$ cat config.mk
export PLATFORM = sky130hd
export DESIGN_NAME = l1_dcache_wb
export DESIGN_NICKNAME = d
export VERILOG_FILES = /design/src/rtl/dcache_pkg.sv /design/src/rtl/dcache_ctrl_fsm.sv /design/src/rtl/l1_dcache_wb.sv
export SDC_FILE = /design/constraint.sdc
export NUM_CORES = 1
export LEC_CHECK = 0
export CAP_MARGIN = 20
export CELL_PAD_IN_SITES_DETAIL_PLACEMENT = 0
export CELL_PAD_IN_SITES_GLOBAL_PLACEMENT = 2
export CORE_MARGIN = 2
export CORE_UTILIZATION = 46
export CTS_CLUSTER_DIAMETER = 80
export DETAILED_ROUTE_END_ITERATION = 12
export PLACE_DENSITY = 0.89
export REMOVE_ABC_BUFFERS = 1
export SLEW_MARGIN = 20
export SYNTH_ARGS = -nofsm -noshare
export SYNTH_HDL_FRONTEND = slang
export SYNTH_SLANG_ARGS = --single-unit
$ cat constraint.sdc
create_clock -name clk -period 14.4 [get_ports clk]
set_clock_uncertainty 0.15 [all_clocks]
set_input_delay 2.16 -clock clk [delete_from_list [all_inputs] [get_ports clk]]
set_output_delay 2.16 -clock clk [all_outputs]
set_load 0.02 [all_outputs]
$ cat src/rtl/dcache_pkg.sv
// Shared types and constants for the direct-mapped write-back L1 data cache.
package dcache_pkg;

  typedef enum logic [1:0] {
    IDLE      = 2'd0,
    WRITEBACK = 2'd1,
    ALLOCATE  = 2'd2
  } dcache_state_e;

  localparam int WORD_W          = 32;
  localparam int OFFSET_W        = 2;
  localparam int BLOCK_W         = 128;
  localparam int NUM_BLOCKS_DEF  = 8;
  localparam int ADDR_W_DEF      = 30;
  localparam int INDEX_W         = $clog2(NUM_BLOCKS_DEF);
  localparam int TAG_W           = ADDR_W_DEF - INDEX_W - OFFSET_W;

  // Counters stick at all-ones rather than wrapping.
  function automatic logic [31:0] satInc(input logic [31:0] value);
    return (value == 32'hFFFF_FFFF) ? value : value + 32'd1;
  endfunction

endpackage

$ cat src/rtl/dcache_ctrl_fsm.sv
// Miss-handling controller: IDLE -> (WRITEBACK ->) ALLOCATE -> IDLE, plus the
// registered L2 request strobes.
module dcache_ctrl_fsm
  import dcache_pkg::*;
(
  input  logic          clk,
  input  logic          proc_reset,
  input  logic          req_i,
  input  logic          hit_i,
  input  logic          victimDirty_i,
  input  logic          memReady_i,
  output dcache_state_e state_o,
  output logic          memRead_o,
  output logic          memWrite_o
);

  dcache_state_e state_q, state_d;
  logic          memRead_q, memWrite_q;

  always_comb begin
    state_d = state_q;
    case (state_q)
      IDLE: begin
        if (req_i && !hit_i) begin
          state_d = victimDirty_i ? WRITEBACK : ALLOCATE;
        end
      end
      WRITEBACK: if (memReady_i) state_d = ALLOCATE;
      ALLOCATE:  if (memReady_i) state_d = IDLE;
      default:   state_d = IDLE;
    endcase
  end

  // Strobes are decoded from the next state so they leave a flop cleanly.
  always_ff @(posedge clk) begin
    if (proc_reset) begin
      state_q    <= IDLE;
      memRead_q  <= 1'b0;
      memWrite_q <= 1'b0;
    end else begin
      state_q    <= state_d;
      memRead_q  <= (state_d == ALLOCATE);
      memWrite_q <= (state_d == WRITEBACK);
    end
  end

  assign state_o    = state_q;
  assign memRead_o  = memRead_q;
  assign memWrite_o = memWrite_q;

endmodule

$ cat src/rtl/l1_dcache_wb.sv
// Direct-mapped, write-back, write-allocate L1 data cache with block-wide L2 port.
// Define DCACHE_PERF_EN to add saturating perf_hits/perf_misses counters.
module l1_dcache_wb
  import dcache_pkg::*;
#(
  parameter int NUM_BLOCKS      = 8,
  parameter int WORDS_PER_BLOCK = 4,
  parameter int ADDR_W          = 30
) (
  input  logic                         clk,
  input  logic                         proc_reset,
  input  logic                         proc_read,
  input  logic                         proc_write,
  input  logic [ADDR_W-1:0]            proc_addr,
  input  logic [WORD_W-1:0]            proc_wdata,
  output logic [WORD_W-1:0]            proc_rdata,
  output logic                         proc_stall,
  output logic                         mem_read,
  output logic                         mem_write,
  output logic [ADDR_W-OFFSET_W-1:0]   mem_addr,
  output logic [WORDS_PER_BLOCK*WORD_W-1:0] mem_wdata,
  input  logic [WORDS_PER_BLOCK*WORD_W-1:0] mem_rdata,
  input  logic                         mem_ready
`ifdef DCACHE_PERF_EN
  ,
  output logic [31:0]                  perf_hits,
  output logic [31:0]                  perf_misses
`endif
);

  localparam int IDX_W      = $clog2(NUM_BLOCKS);
  localparam int LINE_TAG_W = ADDR_W - IDX_W - OFFSET_W;
  localparam int LINE_W     = WORDS_PER_BLOCK * WORD_W;

  logic [OFFSET_W-1:0]   offset;
  logic [IDX_W-1:0]      index;
  logic [LINE_TAG_W-1:0] reqTag;

  logic [NUM_BLOCKS-1:0] lineValid_q, lineDirty_q;
  logic [LINE_TAG_W-1:0] lineTag_q  [NUM_BLOCKS];
  logic [LINE_W-1:0]     lineData_q [NUM_BLOCKS];

  logic          req, hit, victimDirty;
  logic          isIdle, wrHit, wbDone, fillDone;
  logic [WORD_W-1:0] selWord;
  dcache_state_e state;

  assign offset = proc_addr[OFFSET_W-1:0];
  assign index  = proc_addr[OFFSET_W +: IDX_W];
  assign reqTag = proc_addr[ADDR_W-1 -: LINE_TAG_W];

  assign req         = proc_read | proc_write;
  assign hit         = lineValid_q[index] && (lineTag_q[index] == reqTag);
  assign victimDirty = lineValid_q[index] && lineDirty_q[index];
  assign selWord     = lineData_q[index][offset*WORD_W +: WORD_W];

  assign isIdle   = (state == IDLE);
  assign wrHit    = isIdle && proc_write && hit;
  assign wbDone   = (state == WRITEBACK) && mem_ready;
  assign fillDone = (state == ALLOCATE) && mem_ready;

  dcache_ctrl_fsm u_ctrl (
    .clk           (clk),
    .proc_reset    (proc_reset),
    .req_i         (req),
    .hit_i         (hit),
    .victimDirty_i (victimDirty),
    .memReady_i    (mem_ready),
    .state_o       (state),
    .memRead_o     (mem_read),
    .memWrite_o    (mem_write)
  );

  always_ff @(posedge clk) begin
    if (proc_reset) begin
      lineValid_q <= '0;
      lineDirty_q <= '0;
    end else begin
      if (fillDone) begin
        lineValid_q[index] <= 1'b1;
        lineDirty_q[index] <= 1'b0;
      end
      if (wbDone) lineDirty_q[index] <= 1'b0;
      if (wrHit)  lineDirty_q[index] <= 1'b1;
    end
  end

  // Tag and data arrays carry no reset; the valid bits gate them.
  always_ff @(posedge clk) begin
    if (fillDone) begin
      lineData_q[index] <= mem_rdata;
      lineTag_q[index]  <= reqTag;
    end else if (wrHit) begin
      lineData_q[index][offset*WORD_W +: WORD_W] <= proc_wdata;
    end
  end

  always_comb begin
    proc_stall = 1'b1;
    proc_rdata = '0;
    mem_addr   = '0;
    mem_wdata  = '0;
    case (state)
      IDLE: begin
        proc_stall = req && !hit;
        if (proc_read && hit) proc_rdata = selWord;
      end
      WRITEBACK: begin
        mem_addr  = {lineTag_q[index], index};
        mem_wdata = lineData_q[index];
      end
      ALLOCATE: mem_addr = {reqTag, index};
      default: ;
    endcase
  end

`ifdef DCACHE_PERF_EN
  logic [31:0] perfHits_q, perfMisses_q;

  always_ff @(posedge clk) begin
    if (proc_reset) begin
      perfHits_q   <= '0;
      perfMisses_q <= '0;
    end else if (isIdle && req) begin
      if (hit) perfHits_q   <= satInc(perfHits_q);
      else     perfMisses_q <= satInc(perfMisses_q);
    end
  end

  assign perf_hits   = perfHits_q;
  assign perf_misses = perfMisses_q;
`endif

endmodule

# Yosys cells after proc, flatten, opt, wreduce, memory -nomap -nowiden
# Memories as Yosys holds them, arrays and structs flattened.
# Cells that the tools add are included.
dict set report word_totals {
  register_bits 20
  ramBits 1224
  n_memories 2
}
dict set report classes {
  bitwise_logic 134
  muxes 154
  shifts 3
  n_reduce_logical 11
  n_addsub 1
  eq_ne 5
  order_cmp 2
}
# name depth width rd rd_ports_with_merged_regs write_ports line
set memory_table {}
lappend memory_table {lineData_q 8 128 1 0 1 l1_dcache_wb.sv:41} ;# logic [LINE_W-1:0] lineData_q [NUM_BLOCKS];
lappend memory_table {lineTag_q 8 25 1 0 1 l1_dcache_wb.sv:40} ;# logic [LINE_TAG_W-1:0] lineTag_q [NUM_BLOCKS];
# operator n
set ops {}
lappend ops {{128-bit two-way mux} 2}
lappend ops {{1-bit two-way mux} 136}
lappend ops {{1-bit bitwise OR} 129}
lappend ops {{32-bit by 34-bit variable shift with 128-bit output, first input constant} 1}
lappend ops {{128-bit by 8-bit indexed part select with 32-bit output} 1}
lappend ops {{32-bit by 34-bit indexed part select with 128-bit output} 1}
lappend ops {{32-bit two-way mux} 2}
lappend ops {{28-bit one-hot mux with 2 select lines} 1}
lappend ops {{8-bit two-way mux} 5}
lappend ops {{7-bit negator with 34-bit output} 1}
lappend ops {{25-bit equality test} 1}
lappend ops {{8-bit bitwise AND} 2}
lappend ops {{8-bit bitwise OR} 2}
lappend ops {{1-bit logical AND} 9}
lappend ops {{2-bit two-way mux} 4}
lappend ops {{8-bit NOT} 1}
lappend ops {{1-bit binary-select mux with 3-bit select} 2}
lappend ops {{2-bit one-hot mux with 3 select lines} 1}
lappend ops {{2-bit by 1-bit equality test with 1-bit output, second input constant} 2}
lappend ops {{2-bit equality test, second input constant} 2}
lappend ops {{3-bit by 4-bit < comparator with 1-bit output, second input constant} 1}
lappend ops {{1-bit demux with 3-bit select} 1}
lappend ops {{3-bit by 1-bit >= comparator with 1-bit output, second input constant} 1}
lappend ops {{2-bit logical NOT} 1}
lappend ops {{1-bit logical NOT} 1}

# Depth between registers and ports, before layout
# Gate-level depths: netlist (run 1).
dict set report logic_depth {
  ltp_word 13
  mapped_depth 15
  depth_no_buf 9
}

# Hierarchy
# A second synthesis (run 1) with hierarchy kept.
dict set report hier_totals {
  hier_cells 3127
  area_unflattened_um2 50375.8
}
# module area_each_um2 n_inst seq_area_each_um2 cells_each
set by_module_without_submodules {}
lappend by_module_without_submodules {l1_dcache_wb 50230.7 1 37075.6 3115}
lappend by_module_without_submodules {dcache_ctrl_fsm 145.1 1 80.1 12}

# Worst setup path before layout (run 1)
# Ideal clock, no wire load.
dict set report synth_path {
  path_kind {input port to output port}
  start {input port proc_addr[4]}
  end {output port proc_rdata[25]}
  n_path_buf 6
  t_required_ns 12.090
  path_slack_ns 7.246
  path_stages 11
  t_arrival_ns 4.844
  cell_sequence {buf_4 > buf_2 > buf_2 > buf_2 > buf_1 > buf_1 > nand2_1 > o22ai_1 > nor3_1 > mux4_2 > nor2_1}
}
dict set report synth_between {
  elab_chain_cells 6
  elab_cells_between_ends 10
  cone_classes {eq/ne: 1; shift: 1; mux: 4; reduce/logical: 2; memory: 2}
}
# element line
set synth_rtl {}
lappend synth_rtl {{from (decl)} l1_dcache_wb.sv:14} ;# input logic [ADDR_W-1:0] proc_addr,
lappend synth_rtl {{parallel branches: the longest is 4 deep, another holds memory 8 x 128 bit} n/a}
lappend synth_rtl {{32-bit two-way mux *} l1_dcache_wb.sv:106} ;# if (proc_read && hit) proc_rdata = selWord;
lappend synth_rtl {{32-bit two-way mux *} l1_dcache_wb.sv:103} ;# case (state)
lappend synth_rtl {{to (decl)} l1_dcache_wb.sv:16} ;# output logic [WORD_W-1:0] proc_rdata,
# Every way passes the cells marked *. The select of a mux whose other input is x is not followed.

# Worst setup path in the final report (run 1)
dict set report layout_path {
  start {input port proc_addr[3]}
  end {output port proc_rdata[12]}
}
# The elaborated chain is that of the path after synthesis.

==> metrics.txt, run 1 <==
outcome completed; Initial Util 0.465; number of nets in the layout 3715; Worst EP arrival 7.09 ns; post-synth top area share 0.736; IO Count 386; leading area contributor after synthesis edfxtp_1; type of origin of the critical path input port; wire length of the first global-routing pass 233 mm; number of instances on the worst hold path 2; yosys synthesis warning count 0; port buffer count 385; share of final-layout standard cells stronger than drive strength 1 0.125; cell count after synthesis 3133; largest net degree at the start of global routing 97; worst-margin pin slew 1.21 ns; netlist area before placement 49900 um^2; DP Wirelength 101 mm; unrepaired setup endpoints after global routing no; cell count of the worst reg-to-reg path 10; dominant cells by area after synthesis edfxtp_1 (74%), mux4_2 (4.2%), a22oi_1 (3.8%); Power per Cell Area 127 nW/um^2; first-pass detailed-route iteration total 6; FP Rows 120; worst max-slew margin expressed relative to the limit 0.191; TritonCTS Buffers 117; DR WL/cell 33.5 um; startpoint-to-endpoint class of the critical path input port to output pin; Post-CTS Setup Bufs 0; class of the most critical hold timing path flop to flop; DR vias/cell 6.34; Synth-to-Final Area Change 18.6%; Setup TNS 0 ns; clock sink count 1244; total track usage 0.297; largest buffer count on any clock path 3; proportion of synthesized flip-flops having asynchronous set or reset 0; clock tree from TritonCTS built; cts repair resizes 0; element type at the critical path end output pin; worst skew pair latency 0.70 ns; static leakage 18.8 nW; average cell area after synthesis 15.9 um^2; Die Y-Extent 333 um; critical path required time 12.09 ns; FF-to-FF setup slack 8.92 ns; initial antenna violation count 3; count of fill cells added during filler insertion 8409; remaining global-route overflow 0; count of final hold-check violations 0; vias post-DR 31700; number of flops mapped to enable cells by yosys 1224; DRC errors left 0; number of distinct standard cells referenced by the synthesized netlist 57; number of storage elements in the synthesis netlist 1244; total placed cells including tap cells 4794; worst flop-to-flop path startpoint lineTag_q[0][3]; worst-path fanout max 54; # setup viols final 0; launch point of the worst hold path lineValid_q[4]; weighted congestion reported at the end of routability-driven placement 0.865; max-slew violation count 0; post-layout instance count excluding filler cells 5006; Total Power 7.51 mW; number of buffers added to fix hold violations after cts 0; fraction of the yosys area taken by sequential cells 0.744; die footprint 111000 um^2; master cell of the clock root buffer clkbuf_16; hold worst-path end lineValid_q[4]; max-cap violations 0; Max VDD drop 0.106 mV; endpoint of the worst register-to-register path lineData_q[2][119]; final wirelength 168 mm; dominant register cell in the synthesized netlist edfxtp_1; initial drt markers 4393; Clock Pin Slew Worst Setup and Hold Paths 0.06 ns; Tcrit/Tclk final 0.653; htree depth 3; Max Clk Rate 106 MHz; final design utilization 0.551; width of the die 333 um; count of antenna-violating nets left after detailed routing 0; post-layout min period 9.40 ns; vias in the first global route 30300; placeable core region 107000 um^2
-- through the flow --
step	instance area (um^2)	setup WS, ns	hold WS (ns)
final	59200	5.00	0.324
after global routing	59200	4.86	0.363
after CTS	59200	5.03	0.328
after detailed placement	55500	5.04	0.312
after global placement	55500	5.08	0.295
after floorplan	48900	3.25	0.285
-- layer usage --
metal | GRT usage | up-vias | wire, um
met1 | 0.394 | 16000 | 61100
met5 | 0 | - | 34
li1 | - | 13100 | -
met4 | 0.135 | 6 | 8680
met2 | 0.472 | 2241 | 78100
met3 | 0.0649 | 343 | 19600
-- Yosys cell counts (all sizes together), types with 5 or more instances --
| cell type | count |
|---|---|
| and4 | 30 |
| a22o | 48 |
| a211oi | 7 |
| nor2b | 12 |
| nor2 | 258 |
| clkbuf | 126 |
| nor3 | 12 |
| o22ai | 20 |
| nand2 | 322 |
| a21oi | 45 |
| a221oi | 91 |
| buf | 84 |
| dfxtp | 20 |
| a221o | 7 |
| o21a | 5 |
| edfxtp | 1224 |
| nand4 | 6 |
| mux2 | 45 |
| and3 | 45 |
| ha | 9 |
| mux4 | 92 |
| mux2i | 88 |
| xor2 | 15 |
| a21boi | 5 |
| inv | 7 |
| o22a | 5 |
| and2 | 32 |
| o21ai | 173 |
| a22oi | 251 |
-- worst max-delay path, stage by stage --
cell and delay, ns:
buf_6 0.48, buf_4 0.59, nand2b_1 0.66, nor2_4 0.25, buf_4 0.58, a221oi_1 0.17
and3_1 0.23, and2_1 0.17, a211oi_1 0.60, a31oi_1 0.15, nor2_1 0.14, clkdlybuf4s50_1 0.62
-- area by class of cell --
class | instances | area (um^2) | share of cell area
timing repair buffer | 469 | 4510 | 0.0762
clock buffer | 145 | 3080 | 0.0520
clock inverter | 65 | 543 | 0.00918
multi-input combinational | 1669 | 12100 | 0.204
sequential | 1244 | 37200 | 0.628
tap | 1403 | 1760 | 0.0297
inverter | 10 | 42.5 | 0.000719
antenna | 1 | 2.50 | 0.0000423
-- power breakdown --
part	internal (mW)	switching [mW]
Combinational	0.179	0.361
Sequential	4.01	0.00738
Clock	1.63	1.31
-- flip-flops by register name, summed over array words and instances (netlist names), named ones only --
register,flops
lineData_q,1024
lineTag_q,200
lineValid_q,8
u_ctrl.memRead_o,1
u_ctrl.memWrite_o,1
u_ctrl.state_o,2
-- cells by family after synthesis --
logic type      after synthesis  synth area share
simple gates                744            0.0667
flops                      1244             0.744
buf+inv                     220            0.0200
compound gates              673            0.0941
xor+xnor                     18           0.00316
mux                         225            0.0693
fa+ha+maj                     9           0.00226
-- placed cells by master, fill, tap and decap left out, types with 30 or more instances in the layout --
cell and n:
mux2i_1 88, mux4_2 92, clkinv_1 32, and4_1 30, clkdlybuf4s50_1 381, edfxtp_1 1224
nor2_4 38, nor2_1 211, o21ai_0 164, mux2_2 45, and3_1 45, nand2_1 322
a21oi_1 45, clkbuf_16 119, a22o_1 48, buf_4 82, a22oi_1 251, a221oi_1 91
-- worst max path at each step --
stage	from	endpoint	slack, ns	cells after the start
2_1_floorplan	proc_addr[2]	proc_rdata[23]	3.25	7
3_3_place_gp	proc_addr[2]	proc_rdata[12]	5.08	12
3_5_place_dp	proc_addr[2]	proc_rdata[24]	5.04	12
4_1_cts	proc_addr[2]	proc_rdata[24]	5.03	12
5_1_grt	proc_addr[2]	proc_rdata[30]	4.86	12
6_report	proc_addr[3]	proc_rdata[12]	5.00	12
Note: power is estimated with default switching activity, not from simulation.
==> run 2: changes to the inputs <==
- CORE_UTILIZATION: 46 -> 43
- PLACE_DENSITY: 0.89 -> 0.85
- clock period: 14.4 -> 9 ns (I/O delays scaled with it)
==> run 2 against run 1 <==
  * Via count decreased by 0.36%
  * Utilization decreased by 2.9 points
  * Critical path depth increased by 1
  * Final cell count increased by 2.9%
  * First-iteration DRC count decreased by 5.3%
  * Wire length decreased by 0.36%
  * Clock power increased by 67%
  * Cell area increased by 1.2%
  * Global-route usage decreased by 2.0 points
  * Critical endpoint is now proc_rdata[14]
  * Largest cell class unchanged
  * Largest power group unchanged
==> metrics.txt, run 2 (synthesis gave the netlist of run 1 again) <==
FP Rows 124 (+3.3%); worst-margin pin slew 1.22 ns (+0.00546 ns); DP Wirelength 106 mm (+5.0%); clock sink count 1244 (unchanged); Total Power 12.2 mW (+63%); static leakage 19.0 nW (+1.4%); Max Clk Rate 139 MHz; element type at the critical path end output pin; Worst EP arrival 5.69 ns (-1.40 ns); worst-path fanout max 75 (+39%); Tcrit/Tclk final 0.799; initial drt markers 4158 (-5.3%); max-cap violations 0 (unchanged); type of origin of the critical path input port; register bank with the most flops lineData_q; outcome completed; post-layout instance count excluding filler cells 5151 (+2.9%); class of the most critical hold timing path flop to flop; final wirelength 167 mm (-0.36%); share of final-layout standard cells stronger than drive strength 1 0.135 (+0.0103); top library cells by usage in the layout, fill and taps aside edfxtp_1 (1224), clkdlybuf4s50_1 (381), nand2_1 (322); count of final hold-check violations 0 (unchanged); slack of the critical path 1.81 ns (-3.19 ns); Initial Util 0.435 (-0.0296); port buffer count 385 (unchanged); master cell of the clock root buffer clkbuf_16; Synth-to-Final Area Change 19.9%; largest net degree at the start of global routing 79 (-19%); startpoint-to-endpoint class of the critical path input port to output pin; largest buffer count on any clock path 3 (unchanged); initial antenna violation count 3 (unchanged); post-layout min period 7.19 ns; clock tree from TritonCTS built; die footprint 119000 um^2 (+6.9%); vias in the first global route 30400 (+0.22%); remaining global-route overflow 0 (unchanged); Post-Place Setup Slack 1.82 ns (-3.23 ns); GR Util met3 0.0590 (-0.00585); count of antenna-violating nets left after detailed routing 0 (unchanged); total track usage 0.277 (-0.0201); cts repair resizes 0 (unchanged); TritonCTS Buffers 119 (+1.7%); met1 Usage GRT 0.376 (-0.0183); most common cell after layout, fill and taps aside edfxtp_1; width of the die 345 um (+3.4%); final design utilization 0.522 (-0.0291); Clock Pin Slew Worst Setup and Hold Paths 0.06 ns (about the same); # setup viols final 0 (unchanged); weighted congestion reported at the end of routability-driven placement 0.848 (-1.9%); placeable core region 115000 um^2 (+6.8%); DRC errors left 0 (unchanged); largest registers lineData_q x1024, lineTag_q x200, lineValid_q x8; number of buffers added to fix hold violations after cts 0 (unchanged); Most Used Layer, Global Route met2; unrepaired setup endpoints after global routing no; max-slew violation count 0 (unchanged); vias post-DR 31600 (-0.36%); Largest register FFs 1024 (unchanged); htree depth 3 (unchanged); critical path required time 7.50 ns (-4.59 ns); Die Y-Extent 345 um (+3.4%); Worst Hold Margin 0.318 ns (-0.00596 ns); total placed cells including tap cells 4926 (+2.8%); number of nets in the layout 3741 (+0.70%); IO Count 386 (unchanged); Power per Cell Area 205 nW/um^2 (+61%); first-pass detailed-route iteration total 5 (-1); DR vias/cell 6.14 (-3.2%); Post-CTS Setup Bufs 0 (unchanged); DR WL/cell 32.4 um (-3.2%); grt met2 use 0.437 (-0.0349); worst skew pair latency 0.71 ns (about the same); wire length of the first global-routing pass 232 mm (-0.36%); worst max-slew margin expressed relative to the limit 0.166 (-0.0247); Max VDD drop 0.159 mV (+49%)
[run 2: power breakdown]
part | switching, mW | internal [mW]
combinational | 0.600 | 0.296
sequential | 0.0122 | 6.42
clock | 2.19 | 2.73
[run 2: final cells by class]
cell class	count	area (um^2)
tap	1512	1890
timing repair buffer	493	4850
antenna	2	5.00
fill	9302	54800
multi-input combinational	1669	12100
clock buffer	138	3070
sequential	1244	37200
inverter	10	42.5
clock inverter	83	751
[run 2: final timing paths]
path	endpoint	cells past startpoint	startpoint	slack, ns
max	proc_rdata[14]	13	proc_addr[4]	1.81
min	lineValid_q[6]	2	lineValid_q[6]	0.32
max reg2reg	lineData_q[4][124]	10	lineTag_q[6][8]	3.88
min reg2reg	lineValid_q[6]	2	lineValid_q[6]	0.32
[run 2: critical path: stages]
cell and delay, ns:
clkbuf_8 0.57, buf_4 0.53, mux2_2 0.39, o22ai_1 0.23, or3_1 0.15, nand3_1 0.08, nor4_2 0.49, nand2_1 0.10
nor3_1 0.32, nand3_2 0.10, buf_4 0.28, nor2_1 0.27, clkdlybuf4s50_1 0.65
[run 2: metrics by stage]
step	TNS (ns)	instance area (um^2)
final	0	59900
after global routing	0	59900
after CTS	0	59800
after detailed placement	0	56000
after global placement	0	56000
after floorplan	-1095.76	48900
[run 2: per-layer routing]
metal / part of all wire / wire length [um] / vias up
met5: 0.000060 / 10 / -
met4: 0.046 / 7640 / 2
met3: 0.10 / 17300 / 254
met2: 0.46 / 77500 / 1953
met1: 0.39 / 64600 / 16200
li1: - / - / 13200
